**src/rtl/wb_pkg.sv**
```systemverilog
// Shared types and constants for the write-back arbiter.
// Sources: 0 = ALU, 1 = LSU, 2 = MDU.
package wb_pkg;

  localparam int NSRC    = 3;
  localparam int XLEN    = 64;
  localparam int SRC_ALU = 0;
  localparam int SRC_LSU = 1;
  localparam int SRC_MDU = 2;

  typedef logic [$clog2(NSRC)-1:0] src_idx_t;

  typedef struct packed {
    logic [4:0]      rd;
    logic [XLEN-1:0] data;
  } wb_req_t;

  function automatic src_idx_t next_idx(src_idx_t i);
    if (i == src_idx_t'(NSRC - 1))
      return '0;
    return src_idx_t'(i + 1'b1);
  endfunction

endpackage

```
**src/rtl/rr_arbiter.sv**
```systemverilog
// Grant selector for the write-back port.
// WB_RR_EN selects rotating priority; otherwise fixed, lowest index first.
module rr_arbiter
  import wb_pkg::*;
(
  input  logic            clock,
  input  logic            reset,
  input  logic [NSRC-1:0] req,
  input  logic            take,
  output logic [NSRC-1:0] gnt,
  output src_idx_t        gnt_idx
);

`ifdef WB_RR_EN

  src_idx_t ptr;
  src_idx_t idx;

  always_ff @(posedge clock or negedge reset) begin
    if (!reset)
      ptr <= '0;
    else if (take)
      ptr <= next_idx(gnt_idx);
  end

  // Scan farthest-from-ptr first so the nearest requester wins.
  always_comb begin
    gnt     = '0;
    gnt_idx = '0;
    idx     = ptr;
    for (int k = NSRC - 1; k >= 0; k--) begin
      idx = src_idx_t'((int'(ptr) + k) % NSRC);
      if (req[idx]) begin
        gnt      = '0;
        gnt[idx] = 1'b1;
        gnt_idx  = idx;
      end
    end
  end

`else

  logic unused_ok;
  assign unused_ok = ^{clock, reset, take};

  always_comb begin
    gnt     = '0;
    gnt_idx = '0;
    for (int k = NSRC - 1; k >= 0; k--) begin
      if (req[k]) begin
        gnt     = '0;
        gnt[k]  = 1'b1;
        gnt_idx = src_idx_t'(k);
      end
    end
  end

`endif

endmodule

```
**src/rtl/wb_arbiter.sv**
```systemverilog
// Merges ALU/LSU/MDU write-backs into the single register-file write port.
// Define WB_RR_EN for round-robin priority; default is fixed priority.
module wb_arbiter
  import wb_pkg::*;
(
  input  logic                 clock,
  input  logic                 reset,
  input  logic [NSRC-1:0]      req_valid,
  input  logic [NSRC*5-1:0]    req_rd,
  input  logic [NSRC*XLEN-1:0] req_data,
  output logic [NSRC-1:0]      req_ready,
  output logic [4:0]           waddr,
  output logic                 wen,
  output logic [XLEN-1:0]      wdata,
  output logic [63:0]          wb_cnt
);

  logic [NSRC-1:0][4:0]      rd_a;
  logic [NSRC-1:0][XLEN-1:0] data_a;
  logic [NSRC-1:0]           gnt;
  src_idx_t                  gnt_idx;
  logic                      hs;
  wb_req_t                   sel;
  wb_req_t                   q;

  assign rd_a   = req_rd;
  assign data_a = req_data;

  rr_arbiter u_arb (
    .clock   (clock),
    .reset   (reset),
    .req     (req_valid),
    .take    (hs),
    .gnt     (gnt),
    .gnt_idx (gnt_idx)
  );

  // Nothing is accepted while reset is held.
  assign req_ready = gnt & {NSRC{reset}};
  assign hs        = |req_ready;

  assign sel.rd   = rd_a[gnt_idx];
  assign sel.data = data_a[gnt_idx];

  always_ff @(posedge clock or negedge reset) begin
    if (!reset) begin
      q      <= '0;
      wen    <= 1'b0;
      wb_cnt <= '0;
    end else begin
      wen <= hs && (sel.rd != 5'd0);
      if (hs) begin
        q <= sel;
        if (sel.rd != 5'd0)
          wb_cnt <= wb_cnt + 64'd1;
      end
    end
  end

  assign waddr = q.rd;
  assign wdata = q.data;

endmodule
```
**config.mk**
```make
export PLATFORM = sky130hd
export DESIGN_NAME = wb_arbiter
export DESIGN_NICKNAME = d
export VERILOG_FILES = /design/src/rtl/wb_pkg.sv /design/src/rtl/rr_arbiter.sv /design/src/rtl/wb_arbiter.sv
export SDC_FILE = /design/constraint.sdc
export NUM_CORES = 1
export LEC_CHECK = 0
export ABC_AREA = 1
export CAP_MARGIN = 25
export CORE_ASPECT_RATIO = 1.25
export CORE_MARGIN = 3
export CORE_UTILIZATION = 39
export DETAILED_ROUTE_END_ITERATION = 6
export PLACE_DENSITY_LB_ADDON = 0.05
export RECOVER_POWER = 25
export SETUP_SLACK_MARGIN = 0.3
export SYNTH_ARGS = -nofsm -noshare
export SYNTH_HDL_FRONTEND = slang
export SYNTH_SLANG_ARGS = --single-unit
```
**constraint.sdc**
```tcl
create_clock -name clock -period 2.5 [get_ports clock]
set_input_delay 0.5 -clock clock [delete_from_list [all_inputs] [get_ports clock]]
set_output_delay 0.5 -clock clock [all_outputs]
set_load 0.02 [all_outputs]
```
Word level (Yosys, flattened, before mapping)

Index checks and enable logic that the tools add are counted.

Add/subtract/negate cells: 1
$lt $le $gt $ge: 1
Multiplexer cells: 10
Bitwise operators: 1
Reductions and logical operators: 4

Operator list:

| kind                                                                          | count |
|---|---|
| 64-bit binary-select mux with 2-bit select                                    | 1 |
| 64-bit by 1-bit adder with 64-bit output (second input constant)              | 1 |
| 64-bit two-way mux                                                            | 1 |
| 5-bit binary-select mux with 2-bit select                                     | 1 |
| 3-bit two-way mux                                                             | 3 |
| 2-bit two-way mux                                                             | 3 |
| 5-bit two-way mux                                                             | 1 |
| 5-bit nonzero test                                                            | 1 |
| 3-bit bitwise AND                                                             | 1 |
| 2-bit by 3-bit less-than comparator with 1-bit output (second input constant) | 1 |
| 3-bit OR reduction                                                            | 1 |
| 2-bit AND reduction                                                           | 1 |
| 1-bit logical AND                                                             | 1 |

Register bits after elaboration: 134
Output and inout bits: 137
Word-level logic and storage cells: 21

Longest topological paths before layout

Gate-level depths: netlist of run 1.

Word-level depth: 7
Depth in mapped cells: 12
Depth with buffers taken out: 11

Hierarchy

A second synthesis of run 1 with hierarchy kept.

Cells, all modules: 1320
Area, all modules: 8458.1 um^2

Modules (own cells, without submodules):

| module     | instances | cells an instance | area an instance (um^2) |
|---|---|---|---|
| wb_arbiter | 1         | 1313              | 8415.6 |
| rr_arbiter | 1         | 7                 | 42.5 |

Worst setup path after synthesis of run 1

Ideal clock, no wire load.

Path type: reg-to-reg
Start point: register wb_cnt[0]
End point: register wb_cnt[62]
Library setup time: 0.116 ns
Data arrival time: 1.896 ns
Required time: 2.384 ns
Setup slack: 0.487 ns
Cell stages (with the launch flop): 11
Period minus slack after synthesis: 2.013 ns
Cell sequence: dfrtp_1 ha_1 inv_1 nor2_2 nand2_1 nor2_4 nand2_1 o21ai_0 nand2_1 nand2_1 nand2_1

Cells in the longest elaborated chain, start to end: 1

RTL lines:

| item                                     | RTL line         | RTL |
|---|---|---|
| start, declared                          | wb_arbiter.sv:15 | `output logic [63:0] wb_cnt` |
| start signal, assigned                   | wb_arbiter.sv:55 | `wb_cnt <= wb_cnt + 64'd1;` |
| 64-bit by 1-bit adder with 64-bit output | wb_arbiter.sv:55 |  |

Every way passes these cells.
A chain may end at the register's enable or synchronous reset.

Worst setup path in the final report of run 1

Start point: input port req_valid[0]
End point: output port req_ready[1]

Cells in the longest elaborated chain, start to end: 2

RTL lines:

| item              | RTL line         | RTL |
|---|---|---|
| start, declared   | wb_arbiter.sv:8  | `input logic [NSRC-1:0] req_valid,` |
| 3-bit two-way mux | rr_arbiter.sv:50 | `if (req[k]) begin` |
| 3-bit bitwise AND | wb_arbiter.sv:39 | `assign req_ready = gnt & {NSRC{reset}};` |
| end, declared     | wb_arbiter.sv:11 | `output logic [NSRC-1:0] req_ready,` |

Every way passes these cells.

==> results of run 1 <==
## final cells by class
cell class / instances / area, um^2 / share of cell area (%)
sequential: 134 / 3350 / 25.7
tap: 274 / 343 / 2.63
inverter: 56 / 211 / 1.62
clock inverter: 13 / 170 / 1.31
timing repair buffer: 377 / 3790 / 29.1
clock buffer: 19 / 453 / 3.48
multi-input combinational: 1085 / 4700 / 36.1
## cells in the final DEF (no fill, tap or decap)
cell type        Yosys  final
buf_12               0      7
buf_4               12     19
buf_6                1      3
bufinv_16            0      3
clkbuf_16            0     17
clkbuf_2             0      1
clkbuf_4             0      1
clkbuf_8             0      2
clkdlybuf4s15_1      0      1
clkdlybuf4s15_2      0      1
clkdlybuf4s50_1      0    343
clkinv_2             0      2
clkinv_4             0      3
clkinvlp_4           0      3
dfrtp_1            134    134
dlygate4sd2_1        0      1
ha_4                 0      1
inv_1               51     51
inv_2                5      4
inv_6                0      3
nand2_1            621    621
nand2_2              3      2
nand2_4              2      3
nand3_1            122    122
nand3b_1            16     16
nand4_1             16     16
nor2_1             128    125
nor2_2               8      9
nor2_4               3      6
o21ai_0            137    137
o21ai_1             11     11
or2_0                1      1
xnor2_1              4      4
xor2_1              11     11
## metal layers
| metal | track usage, % | vias up | wire length, um |
|---|---|---|---|
| li1 | - | 4933 | - |
| met1 | 32.2 | 4482 | 13300 |
| met2 | 52.8 | 385 | 18400 |
| met3 | 5.76 | 90 | 2130 |
| met4 | 14.2 | 0 | 1870 |
| met5 | 0 | - | 0 |
## sequential cells by signal, indices dropped and copies added (netlist names)
signal	count
wdata	64
wb_cnt	64
wen	1
waddr	5
## worst max-delay path by stage
stage | startpoint | end
finish | req_valid[0] | req_ready[1]
global placement | req_valid[1] | wb_cnt[55]
global route | reset | wdata[55]
CTS | req_valid[0] | req_ready[2]
floorplan | wb_cnt[0] | wb_cnt[62]
detailed placement | req_valid[1] | wb_cnt[56]
## critical path: cells and delay by family
family                 cells  cell delay (ps)
and+or+nand+nor            2              290
buffers and inverters      3              870
## cell families (layout without fill, tap and decap cells)
| group | after synthesis | in the layout |
|---|---|---|
| adder cells (fa/ha/maj) | 1 | 1 |
| AO/OA/AOI/OAI | 148 | 148 |
| XOR/XNOR | 15 | 15 |
| buffers and inverters | 114 | 465 |
| AND/OR/NAND/NOR | 920 | 921 |
| flip-flops | 134 | 134 |
## where the power goes
group / switching (mW) / total (mW) / internal (mW)
clock network: 1.04 / 2.67 / 1.63
logic: 1.02 / 1.95 / 0.921
registers: 0.152 / 2.55 / 2.39
total: 2.22 / 7.17 / 4.95
## through the flow
step           cells  TNS, ps  hold WS [ps]
4_1_cts         1956        0           249
3_5_place_dp    1924    -4660           472
3_3_place_gp    1924    -2880           465
2_1_floorplan   1332        0           204
6_report        1958        0           479
5_1_grt         1958        0           507
## what timing repair did
item,4_1_cts,5_1_grt
gates cloned,0,1
hold endpoints to repair,0,0
setup buffers,0,1
resized for setup,6,11
pin swaps,0,1
hold buffers,0,0
endpoints found under the setup margin,32,52
==> run metrics, run 1 <==
outcome complete, but fails checks; failing checks max-capacitance violations, max-slew violations; Die W roughly 140 um; dpl cell area between 10,000 and 15,000 um^2; Die Area ~24,000 um^2; post-detailed-route count of antenna-violating nets 0; top cell type by total area after synthesis dfrtp_1; cell depth of the worst hold path 2; CP endpoint kind primary output; Top FF cell, synth dfrtp_1; Avg Synthesized Cell Area about 6.4 um^2; CP Data Arrival Time 1660 ps; max_cap viols 1; CP max stage delay between 400 and 500 ps; number of enable flip-flop cells after synthesis 0; static leakage between 5 and 6 nW; vias in the first global route 9,567; Max Clock Freq 462 MHz; Die Height 171 um; Worst R2R End wb_cnt[63]; P&R area growth vs syn 52.7%; CTS root buf clkbuf_16; cell row count between 50 and 60; Avg WL per Cell about 18 um; Post-Syn Area between 8000 and 9000 um^2; mux contribution to synthesized area 0%; XOR/XNOR Fraction of Synth Area ~1.5%; worst slew margin relative to its limit -26.4%; I/O Pins between 300 and 400; drt total wl 35,800 um; gr usage total approximately 29%; clk_lat worst skew ~430 ps; syn nets ~1,500; Synth top area share between 30% and 40%; main combinational cell family by area after synthesis simple AND/OR/NAND/NOR gates; Synth Area in Simple Gates between 40 and 50%; Compound-Gate Fraction of Synth Area between 8 and 9%; Layout fillers 2,068; Initial DRC Count 586; Final Cycle Share a little under 90%; Worst Max-Slew Pin Slew 1900 ps; final setup vio count 0; total number of vias between 9,000 and 10,000; WP data required roughly 2000 ps; adder-cell area share of the yosys netlist less than 1%; fin util between 60% and 70%; DPL Wire Length between 20,000 and 30,000 um; CP max stage cell clkdlybuf4s50_1; r2r startpoint wb_cnt[0]; global-route wire length before repair 53,100 um; CTS Buffer Depth 2; Synth async-reset ratio 100%; Max Transition Viols Final 135; Fin. Hold Viols 0; RSZ-0062 raised after global routing true; Hold Path End wdata[0]; FF-to-FF path depth 10; H-Tree Depth 4; grt ovf 0; setup ws final about 340 ps; CTS Buf Count 17; GPL Wtd Cong between 0.9 and 1; Reg clk slew, reported paths approximately 60 ps; VDD IR max 0.467 mV; drt drc 0; register bit total from synthesis roughly 130; post-synthesis sequential area ratio around two fifths; layout cells sized above 1 about 5.3%; Port Buffers about 350; Sink Count about 130; CP Class in2out; CP max FO 7; Syn. warnings 0; Reg2Reg Setup Slack 430 ps; CTS tree yes; Hold Path Origin wdata[0]; clk_skew 10.5 ps; Final Power roughly 7 mW; DR vias/cell ~5; Final Instance Area ~13,000 um^2; Initial Util ~40%; startpoint types primary input; worst-path cell chain clkdlybuf4s50_1 -> inv_1 -> nand2_2 -> nor2_4 -> clkdlybuf4s15_2; Synth area leaders dfrtp_1 39%, nand2_1 27%, o21ai_0 8.0%; Pwr Density between 500 and 600 nW/um^2; core area about 21,000 um^2; Ant. Diodes 0; fin nets 1,884; Syn Inst Count between 1,000 and 1,500; largest net degree at the start of global routing approximately 140; count leader, synth nand2_1; Post-synth top cells 621 x nand2_1, 137 x o21ai_0, 134 x dfrtp_1; Hold Path Class reg2reg; initial antenna violation count 0; drt first pass iters 5; min Tclk post-route around 2200 ps; Synth cell types 23; pre-CTS setup slack -158 ps
(Power assumes the default switching activity.)
==> run 2, diff against run 1 <==
- GPL_TIMING_DRIVEN: default -> 1
- MAX_ROUTING_LAYER: default -> met4
==> run 2 against run 1 <==
  * The run now ends clean
  * Via count increased by 0.15%
  * Clock skew decreased by 1.9 ps
  * Combinational power about the same
  * Wire length increased by 0.39%
  * Sequential share of layout area about the same
  * Non-clock buffer count increased by 3
==> run metrics, run 2 (same netlist as run 1, synthesis figures left out) <==
outcome completed (was complete, but fails checks); post-detailed-route count of antenna-violating nets 0 (unchanged); drt first pass iters 5 (unchanged); WP data required 2000 ps (about the same); CTS Buffer Depth 2 (unchanged); I/O Pins 349 (unchanged); Max Transition Viols Final 0 (was 135); CTS root buf clkbuf_16 (unchanged); Die Height 171 um (unchanged); combinational share of power 27.0% (was 27.1%); Initial Util 40.3% (unchanged); CTS tree yes (unchanged); Worst Max-Slew Pin Slew 795 ps (was 1900 ps); Setup TNS Final 0 ps (unchanged); cell row count 59 (unchanged); commonest non-fill, non-tap cell in the layout nand2_1 (unchanged); crit path buf inv count 1 (was 3); Port Buffers 348 (unchanged); Die Area 23,700 um^2 (unchanged); clock share of power 37.3% (about the same); fin nets 1,887 (was 1,884); P_int 4.91 mW (was 4.95 mW); CP Data Arrival Time 1640 ps (was 1660 ps); GPL Wtd Cong 1.01 (was 0.991); Final Cycle Share 85.6% (was 86.5%); Reg clk slew, reported paths 70 ps (was 60 ps); initial antenna violation count 0 (unchanged); DPL Wire Length 27,700 um (was 27,300 um); CTS Buf Count 17 (unchanged); drt drc 0 (unchanged); DR vias/cell 5.05 (about the same); worst-path cell chain clkdlybuf4s50_1 (was clkdlybuf4s50_1 -> inv_1 -> nand2_2 -> nor2_4 -> clkdlybuf4s15_2); CP endpoint kind primary output (unchanged); largest net degree at the start of global routing 135 (unchanged); layout cells sized above 1 5.45% (was 5.34%); Avg WL per Cell 18.3 um (about the same); top cell family by delay on the critical path buffers and inverters (unchanged); clk_skew 8.67 ps (was 10.5 ps); P&R area growth vs syn 52.6% (was 52.7%); H-Tree Depth 4 (unchanged); CP max FO 6 (was 7); Initial DRC Count 554 (was 586); RSZ-0062 raised after global routing true (unchanged); switch share 31.1% (was 30.9%); CP Class reg2out (was in2out); startpoint types flop (was primary input); global-route wire length before repair 54,300 um (was 53,100 um); Die W 138 um (unchanged); gr usage total 30.5% (was 28.9%); Sink Count 134 (unchanged); total number of vias 9,905 (was 9,890); Final Hold Slack 425 ps (was 479 ps); Max Clock Freq 468 MHz (was 462 MHz); static leakage 5.74 nW (was 5.73 nW); grt ovf 0 (unchanged); clk_lat worst skew 430 ps (about the same); drt total wl 35,900 um (was 35,800 um); min Tclk post-route 2140 ps (was 2160 ps); Ant. Diodes 0 (unchanged); most frequent cells in the layout 621 x nand2_1, 343 x clkdlybuf4s50_1, 137 x o21ai_0 (unchanged); Hold Path Class in2async (was reg2reg); final setup vio count 0 (unchanged); worst slew margin relative to its limit 47.0% (was -26.4%); NetSw 2.22 mW (about the same); max_cap viols 0 (was 1); Fin. Hold Viols 0 (unchanged); sequential power share 35.7% (was 35.5%); core area 21,200 um^2 (unchanged); CP max stage delay 680 ps (was 450 ps); vias in the first global route 9,743 (was 9,567); fin util 61.4% (was 61.5%); VDD IR max 0.460 mV (was 0.467 mV); Pwr Density 548 nW/um^2 (was 550 nW/um^2); CP max stage cell clkdlybuf4s50_1 (unchanged)
## run 2: layer usage
metal | GRT usage [%] | part of all wire, % | vias to the layer above
li1 | - | - | 4928
met1 | 33.2 | 38 | 4531
met2 | 55.2 | 53 | 361
met3 | 4.39 | 4.7 | 85
met4 | 14.0 | 4.4 | 0
met5 | - | 0 | -
## run 2: layout make-up
class,count,area (um^2)
well taps,274,343
multi-input cells,1085,4690
inverters,56,211
flip-flops and latches,134,3350
fillers,2002,8170
repair buffers,380,3800
clock inverters,13,170
clock buffers,19,443
## run 2: power groups by stage
stage / Clock (mW) / Combinational [mW] / Sequential (mW)
after CTS: 2.70 / 1.94 / 2.55
after detailed placement: 0 / 1.92 / 2.58
final: 2.66 / 1.92 / 2.55
after global placement: 0 / 1.92 / 2.57
after global routing: 2.79 / 2.06 / 2.58
after floorplan: 0 / 0.531 / 2.85
## run 2: worst paths after layout
path	start	endpoint	slack (ps)	cells after the start
hold reg to reg	wdata[2]	wdata[2]	480	2
setup reg to reg	wb_cnt[7]	wb_cnt[54]	460	9
setup / recovery	wb_cnt[46]	wb_cnt[46]	360	1
max in group asynchronous	reset	wdata[54]	1450	2
hold / removal	reset	wb_cnt[49]	430	2
min in group clock	wdata[2]	wdata[2]	480	2
## run 2: what timing repair did
item                                    in CTS  in global routing
hold buffers                                 0                  0
buffers inserted                             0                  0
endpoints found under the setup margin      12                 59
gates cloned                                 1                  0
gates resized for setup                      6                 10
pin swaps                                    1                  0
## run 2: metrics by stage
stage / power [mW] / worst slack [ps] / instance area [um^2] / std cells
finish: 7.13 / 361 / 13000 / 1961
global route: 7.43 / 275 / 13000 / 1961
CTS: 7.18 / 175 / 13000 / 1961
detailed placement: 4.50 / -161 / 12400 / 1928
global placement: 4.49 / -115 / 12400 / 1928
floorplan: 3.38 / 487 / 8530 / 1332
==> run 3, diff against run 2 <==
- CTS_BUF_LIST: default -> sky130_fd_sc_hd__clkbuf_8 sky130_fd_sc_hd__clkbuf_16
==> run 3 against run 2 <==
  * Via count hardly changed
  * Flip-flop and latch count stayed put
  * First-iteration DRC count is 0.36% higher
  * Critical path type unchanged
==> run metrics, run 3 (same netlist as run 1, synthesis figures left out) <==
placed cell count 1,928 (unchanged); WP data required 2000 ps (about the same); worst-path cell chain clkdlybuf4s50_1 (unchanged); CP max FO 6 (unchanged); final setup vio count 0 (unchanged); H-Tree Depth 4 (unchanged); Pwr Density 547 nW/um^2 (was 548 nW/um^2); Port Buffers 348 (unchanged); dpl cell area 12,400 um^2 (unchanged); startpoint types flop (unchanged); drt drc 0 (unchanged); setup ws final 361 ps (unchanged); CP Class reg2out (unchanged); Die W 138 um (unchanged); DPL Wire Length 27,700 um (unchanged); drt first pass iters 5 (unchanged); Initial Util 40.3% (unchanged); CP max stage cell clkdlybuf4s50_1 (unchanged); post-detailed-route count of antenna-violating nets 0 (unchanged); Final Cycle Share 85.6% (unchanged); pre-CTS setup slack -161 ps (unchanged); Die Height 171 um (unchanged); CTS root buf clkbuf_16 (unchanged); Reg clk slew, reported paths 70 ps (about the same); Ant. Diodes 0 (unchanged); Sink Count 134 (unchanged); cts-stage hold buffer count 0 (unchanged); Max Clock Freq 468 MHz (unchanged); crit path buf inv count 1 (unchanged); clk_skew 8.67 ps (unchanged); CP endpoint kind primary output (unchanged); Die Area 23,700 um^2 (unchanged); top cell family by delay on the critical path buffers and inverters (unchanged); Final Power 7.12 mW (was 7.13 mW); max_cap viols 0 (unchanged); largest net degree at the start of global routing 135 (unchanged); CP max stage delay 680 ps (about the same); worst slew margin relative to its limit 47.0% (about the same); RSZ-0062 raised after global routing true (unchanged); Fin. Hold Viols 0 (unchanged); commonest non-fill, non-tap cell in the layout nand2_1 (unchanged); Initial DRC Count 556 (was 554); Worst Max-Slew Pin Slew 795 ps (about the same); gr usage total 30.5% (unchanged); DR vias/cell 5.05 (about the same); I/O Pins 349 (unchanged); most frequent cells in the layout 621 x nand2_1, 343 x clkdlybuf4s50_1, 137 x o21ai_0 (unchanged); outcome completed (unchanged); vias in the first global route 9,743 (unchanged); clk_lat worst skew 430 ps (about the same); min Tclk post-route 2140 ps (unchanged); cell row count 59 (unchanged); grt ovf 0 (unchanged); fin util 61.4% (unchanged); Avg WL per Cell 18.3 um (about the same); static leakage 5.75 nW (was 5.74 nW); initial antenna violation count 0 (unchanged); CTS Buf Count 17 (unchanged); layout cells sized above 1 5.45% (unchanged); fin nets 1,887 (unchanged); total number of vias 9,909 (was 9,905); CTS tree yes (unchanged); Hold Path Class in2async (unchanged); Final Instance Area 13,000 um^2 (unchanged); Max Transition Viols Final 0 (unchanged); CP Data Arrival Time 1640 ps (about the same); GPL Wtd Cong 1.01 (unchanged); CTS Buffer Depth 2 (unchanged); drt total wl 35,900 um (about the same); core area 21,200 um^2 (unchanged); final non-filler cell total 1,961 (unchanged); global-route wire length before repair 54,300 um (unchanged); P&R area growth vs syn 52.6% (unchanged); VDD IR max 0.460 mV (unchanged)
## run 3: report_power, final
group	switching, mW	total [mW]	internal (mW)
combinational	1.01	1.92	0.910
sequential	0.153	2.55	2.39
clock	1.05	2.66	1.60
total	2.22	7.12	4.91
## run 3: cell type report
class                           instances  area, um^2
Fill cell                            2002        8170
Multi-Input combinational cell       1085        4690
Timing Repair Buffer                  380        3800
Sequential cell                       134        3350
Clock buffer                           18         439
Tap cell                              274         343
Inverter                               56         211
Clock inverter                         14         174
## run 3: metrics by stage
stage	hold WS [ps]	setup TNS, ps
global placement	465	-3330
global route	494	0
finish	425	0
detailed placement	472	-4640
CTS	244	0
floorplan	204	0
## run 3: what timing repair did
action / CTS / global route
buffers inserted: 0 / 0
endpoints found under the setup margin: 12 / 59
pin swaps: 1 / 0
cloned: 1 / 0
gates resized for setup: 6 / 10
## run 3: path summary, 6_finish.rpt
check	from	to	slack, ps	cells past startpoint
min reg2reg	wdata[2]	wdata[2]	480	2
min	reset	wb_cnt[49]	430	2
min in group clock	wdata[2]	wdata[2]	480	2
max reg2reg	wb_cnt[7]	wb_cnt[54]	460	9
max	wb_cnt[46]	wb_cnt[46]	360	1
max in group asynchronous	reset	wdata[54]	1450	2
## run 3: per-layer routing
layer,share of wire [%],GRT usage (%),routed length [um],vias up
met5,0,-,0,-
met4,4.4,14.0,1590,0
met3,4.7,4.39,1670,85
met2,53,55.2,18900,361
met1,38,33.2,13800,4535
li1,-,-,-,4928
